## config.mk

```make
export PLATFORM = sky130hd
export DESIGN_NAME = imem_loader
export DESIGN_NICKNAME = d
export VERILOG_FILES = /design/src/rtl/imem_loader.sv
export SDC_FILE = /design/constraint.sdc
export NUM_CORES = 1
export LEC_CHECK = 0
export BUFFER_PORTS_ARGS = -buffer_cell sky130_fd_sc_hd__clkbuf_2
export CAP_MARGIN = 25
export CORE_MARGIN = 4
export CORE_UTILIZATION = 45
export CTS_CLUSTER_DIAMETER = 120
export CTS_CLUSTER_SIZE = 25
export DETAILED_ROUTE_END_ITERATION = 12
export PLACE_DENSITY = 0.72
export SYNTH_ARGS = -nofsm -noshare
export SYNTH_HDL_FRONTEND = slang
export SYNTH_SLANG_ARGS = --single-unit
```

## constraint.sdc

```tcl
create_clock -name clk -period 2.3 [get_ports clk]
set_input_delay 0.23 -clock clk [delete_from_list [all_inputs] [get_ports clk]]
set_output_delay 0.23 -clock clk [all_outputs]
set_load 0.05 [all_outputs]
```

## src/rtl/imem_loader.sv

```systemverilog
// Instruction-memory loader: framed big-endian byte stream -> 32-bit word writes,
// with XOR checksum validation gating the processor reset.
module imem_loader #(
  parameter int unsigned ADRS_W    = 9,
  parameter int unsigned MAX_WORDS = 512
) (
  input  logic              clk,
  input  logic              rst,
  input  logic              start,
  input  logic              in_valid,
  input  logic [7:0]        in_data,
  output logic              in_ready,
  output logic              mem_we,
  output logic [ADRS_W-1:0] mem_adrs,
  output logic [31:0]       mem_din,
  output logic              cpu_rst,
  output logic              done,
  output logic              err
);

  localparam int unsigned CNT_W   = ADRS_W + 1;
  localparam logic [15:0] MAX_LEN = 16'(MAX_WORDS);

  typedef enum logic [2:0] {
    S_IDLE,
    S_LEN_HI,
    S_LEN_LO,
    S_DATA,
    S_CSUM,
    S_DONE,
    S_ERR
  } state_t;

  state_t            state_q, state_d;
  logic [7:0]        len_hi_q, len_hi_d;
  logic [CNT_W-1:0]  len_q, len_d;
  logic [7:0]        csum_q, csum_d;
  logic [1:0]        byte_cnt_q, byte_cnt_d;
  logic [CNT_W-1:0]  word_cnt_q, word_cnt_d;
  logic [23:0]       asm_q, asm_d;
  logic              mem_we_q, mem_we_d;
  logic [ADRS_W-1:0] mem_adrs_q, mem_adrs_d;
  logic [31:0]       mem_din_q, mem_din_d;
  logic              done_q, done_d;
  logic              err_q, err_d;
  logic              cpu_rst_q, cpu_rst_d;

  logic              accept;
  logic [15:0]       len_word;
  logic              last_word;

  always_comb begin
    in_ready = (state_q == S_LEN_HI) || (state_q == S_LEN_LO) ||
               (state_q == S_DATA)   || (state_q == S_CSUM);
  end

  assign accept    = in_valid && in_ready;
  assign len_word  = {len_hi_q, in_data};
  assign last_word = (word_cnt_q == (len_q - CNT_W'(1)));

  always_ff @(posedge clk) begin
    if (rst) begin
      state_q    <= S_IDLE;
      len_hi_q   <= '0;
      len_q      <= '0;
      csum_q     <= '0;
      byte_cnt_q <= '0;
      word_cnt_q <= '0;
      asm_q      <= '0;
      mem_we_q   <= 1'b0;
      mem_adrs_q <= '0;
      mem_din_q  <= '0;
      done_q     <= 1'b0;
      err_q      <= 1'b0;
      cpu_rst_q  <= 1'b1;
    end else begin
      state_q    <= state_d;
      len_hi_q   <= len_hi_d;
      len_q      <= len_d;
      csum_q     <= csum_d;
      byte_cnt_q <= byte_cnt_d;
      word_cnt_q <= word_cnt_d;
      asm_q      <= asm_d;
      mem_we_q   <= mem_we_d;
      mem_adrs_q <= mem_adrs_d;
      mem_din_q  <= mem_din_d;
      done_q     <= done_d;
      err_q      <= err_d;
      cpu_rst_q  <= cpu_rst_d;
    end
  end

  always_comb begin
    state_d    = state_q;
    len_hi_d   = len_hi_q;
    len_d      = len_q;
    csum_d     = csum_q;
    byte_cnt_d = byte_cnt_q;
    word_cnt_d = word_cnt_q;
    asm_d      = asm_q;
    mem_we_d   = 1'b0;
    mem_adrs_d = mem_adrs_q;
    mem_din_d  = mem_din_q;
    done_d     = done_q;
    err_d      = err_q;
    cpu_rst_d  = cpu_rst_q;

    unique case (state_q)
      S_IDLE, S_DONE, S_ERR: begin
        if (start) begin
          state_d    = S_LEN_HI;
          csum_d     = '0;
          byte_cnt_d = '0;
          word_cnt_d = '0;
          done_d     = 1'b0;
          err_d      = 1'b0;
          cpu_rst_d  = 1'b1;
        end
      end

      S_LEN_HI: begin
        if (accept) begin
          len_hi_d = in_data;
          csum_d   = csum_q ^ in_data;
          state_d  = S_LEN_LO;
        end
      end

      S_LEN_LO: begin
        if (accept) begin
          csum_d = csum_q ^ in_data;
          len_d  = len_word[CNT_W-1:0];
          if ((len_word == '0) || (len_word > MAX_LEN)) begin
            state_d = S_ERR;
            err_d   = 1'b1;
          end else begin
            state_d = S_DATA;
          end
        end
      end

      S_DATA: begin
        if (accept) begin
          csum_d     = csum_q ^ in_data;
          byte_cnt_d = byte_cnt_q + 2'd1;
          asm_d      = {asm_q[15:0], in_data};
          // The completed word bypasses asm_q so the write lands one cycle after its last byte.
          if (byte_cnt_q == 2'd3) begin
            mem_we_d   = 1'b1;
            mem_adrs_d = word_cnt_q[ADRS_W-1:0];
            mem_din_d  = {asm_q, in_data};
            word_cnt_d = word_cnt_q + CNT_W'(1);
            if (last_word) begin
              state_d = S_CSUM;
            end
          end
        end
      end

      S_CSUM: begin
        if (accept) begin
          if (in_data == csum_q) begin
            state_d   = S_DONE;
            done_d    = 1'b1;
            cpu_rst_d = 1'b0;
          end else begin
            state_d = S_ERR;
            err_d   = 1'b1;
          end
        end
      end

      default: begin
        state_d = S_IDLE;
      end
    endcase
  end

  assign mem_we   = mem_we_q;
  assign mem_adrs = mem_adrs_q;
  assign mem_din  = mem_din_q;
  assign done     = done_q;
  assign err      = err_q;
  assign cpu_rst  = cpu_rst_q;

endmodule
```

==> metrics.yaml <==
synthesis:
  synth_ff_type: "dfxtp_1"
  yosys_register_bits: 110
  ys_warn_count: 0
  synth-edff-count: 0
  synth_nets: 626
  syn_inst: 611
  synth_area_per_cell_um2: 7.84
  async_reset_ff_frac: 0
  netlist_area_mm2: 0.00479
  ys_types: 57
  ys_seq_area_frac: 0.460
cells_and_area:
  nFillCells: 987
  multi_input_area_mm2: 0.00240
  drive_gt1_frac: 0.174
  syn_to_final_growth_pct: 15.8
  layout.nets: 677
  seq_area_mm2: 0.00220
  layout_commonest_cell: "nand2_1"
  final_cell_mix: "168 x nand2_1, 108 x dfxtp_1, 94 x a21oi_1"
  antenna_cells: 0
floorplan:
  rows: 37
  start_util: 0.464
  die_area_mm2: 0.0124
  dieWidth_um: 111
  core_mm2: 0.0103
  die_height_um: 111
  ios: 58
worst_setup_path:
  cp.required_ns: 2.57
  arrival_ns: 2.55
  critPathLaunchType: "register"
  path_class: "reg2reg"
  worst_setup_path_end_kind: "register"
  crit_path_max_fanout: 5
place:
  hpwl_um: 7750
  port_buffers: 57
  gp_congestion: 0.883
  place_ws_ns: -0.0407
clocking:
  cts_sinks: 110
  postCtsHoldBufs: 0
  clock_latency_ns: 0.38
  cts_buffers: 9
  clkTransAtPathRegs_ns: 0.11
  h-tree-depth: 3
  cts_max_path_buffers: 2
  cts-root-buf: "clkbuf_8"
  cts_tree: "yes"
sta:
  timing.hold.ws_ns: 0.193
  hold_viol_final: 0
  fin_crit_sh: 0.991
  clock-skew-final_ns: 0.0152
  rsz0062_at_grt: "yes"
  final.setup.worst_slack_ns: 0.0197
  max_freq_mhz: 439
  max_slew.worst_pin.slew_ns: 0.601
  slew_viol_final: 0
  setup_viol: 0
  relSlewSlack: 0.598
  fin_crit_ns: 2.28
drt:
  first_iter_violations: 348
  wl_um: 11200
  vias_per_cell: 5.29
  antenna_left: 0
  drc: 0
  vias: 4244
  dr.pass1.iters: 4
  wire_per_inst_um: 13.9
outcome:
  status: "finished clean"
min_path:
  min_path_type: "in2reg"
global_routing:
  grt_pass1_wl_um: 18800
  antenna_found_initial: 0
  grt_max_degree: 96
  gr-total-overflow: 0
  first_global_vias: 3994
  grt.total_usage: 0.181
power_and_ir_drop:
  leakage_uw: 0.00207
  p_per_area_mw_per_mm2: 872
  ir_drop_uv: 481
job:
  drv_cap: 0
logic make-up after synthesis:
| family | count (synthesis) | synth area share |
|---|---|---|
| xor gates and xnor gates | 26 | 0.0475 |
| adders and majority gates | 3 | 0.00784 |
| muxes | 10 | 0.0212 |
| buffers and inverters | 55 | 0.0434 |
| and+or+nand+nor | 266 | 0.247 |
| AOI/OAI and AO/OA | 141 | 0.174 |
| DFF | 110 | 0.460 |
synthesized netlist by cell type (2+ instances only):
master,count,share of area
o21ai_1,10,0.010
or3_1,2,0.0026
inv_1,11,0.0086
clkbuf_1,42,0.033
nand4_1,7,0.0091
and2_1,2,0.0026
and3_1,2,0.0026
ha_1,3,0.0078
or2_1,2,0.0026
or4b_4,2,0.0057
a21o_1,2,0.0031
nand2_1,168,0.13
a41oi_1,2,0.0037
and3b_1,2,0.0037
o221ai_1,3,0.0055
a21oi_1,95,0.099
dfxtp_1,110,0.46
a41o_1,3,0.0063
nand3_1,5,0.0052
nor3_1,4,0.0042
nor4_1,4,0.0052
nor2_1,40,0.031
a31oi_1,2,0.0026
o41ai_1,2,0.0037
xor2_1,16,0.029
xnor2_1,10,0.018
mux2i_1,9,0.019
nand3b_1,10,0.016
o21ai_0,4,0.0042
nand2b_1,4,0.0052
or2_2,2,0.0026
a211oi_1,2,0.0031
or4_1,2,0.0031
nor2b_1,4,0.0052
critical path, stage by stage (launching register included):
cell and delay (ns):
dfxtp_2 0.34, inv_2 0.06, ha_4 0.13, or4b_4 0.48
or4b_4 0.50, a21oi_2 0.17, o211a_4 0.19, buf_4 0.11
a41o_1 0.18, a21oi_2 0.04
layout make-up:
cell class / instances / share of cell area
clock inverters: 5 / 0.0135
clock buffers: 11 / 0.0255
flip-flops and latches: 110 / 0.397
well taps: 136 / 0.0307
repair buffers: 84 / 0.0925
inverters: 11 / 0.00744
multi-input cells: 446 / 0.433
stage by stage:
step                      utilization  TNS [ns]  total power [uW]  cells  cell area [um^2]
final                           0.537         0              4830    803              5550
after global routing            0.537    -0.108              5080    803              5550
after CTS                       0.535  -0.00425              4830    801              5530
after detailed placement        0.513   -0.0407              3570    784              5300
after global placement          0.513         0              3520    784              5300
after floorplan                     -         0              3200    611              4800
sequential cells by signal (all words and copies together) (netlist names):
| name | cells |
|---|---|
| mem_din | 32 |
| len_hi_q | 8 |
| len_q | 10 |
| state_q | 3 |
| mem_adrs | 9 |
| asm_q | 24 |
| byte_cnt_q | 2 |
| done | 1 |
| mem_we | 1 |
| csum_q | 8 |
| err | 1 |
| cpu_rst | 1 |
| word_cnt_q | 10 |
what timing repair did:
action | CTS | global route
setup buffers | 1 | 2
pin swaps | 6 | 8
gates resized for setup | 2 | 1
endpoints found under the setup margin | 1 | 2
path summary, 6_finish.rpt:
kind / start / endpoint / slack [ns] / cells after the start
worst max-delay path: len_q[1] / state_q[1] / 0.02 / 9
worst min-delay path: in_data[1] / mem_din[1] / 0.19 / 3
worst max register to register: len_q[1] / state_q[1] / 0.02 / 9
worst min register to register: mem_din[22] / mem_din[22] / 0.46 / 2
where the power goes:
part	internal (uW)	leakage [uW]	switching [uW]
Clock	559	0.000109	691
Sequential	2020	0.000889	106
Combinational	585	0.00108	871
Total	3170	0.00207	1670
layer usage:
metal | vias up | wire [um] | GRT usage
li1 | 2161 | - | -
met1 | 1996 | 5070 | 0.223
met2 | 73 | 5460 | 0.309
met3 | 14 | 414 | 0.0415
met4 | 0 | 245 | 0.0633
met5 | - | 0 | 0
Power figures use the tool's default switching activity.
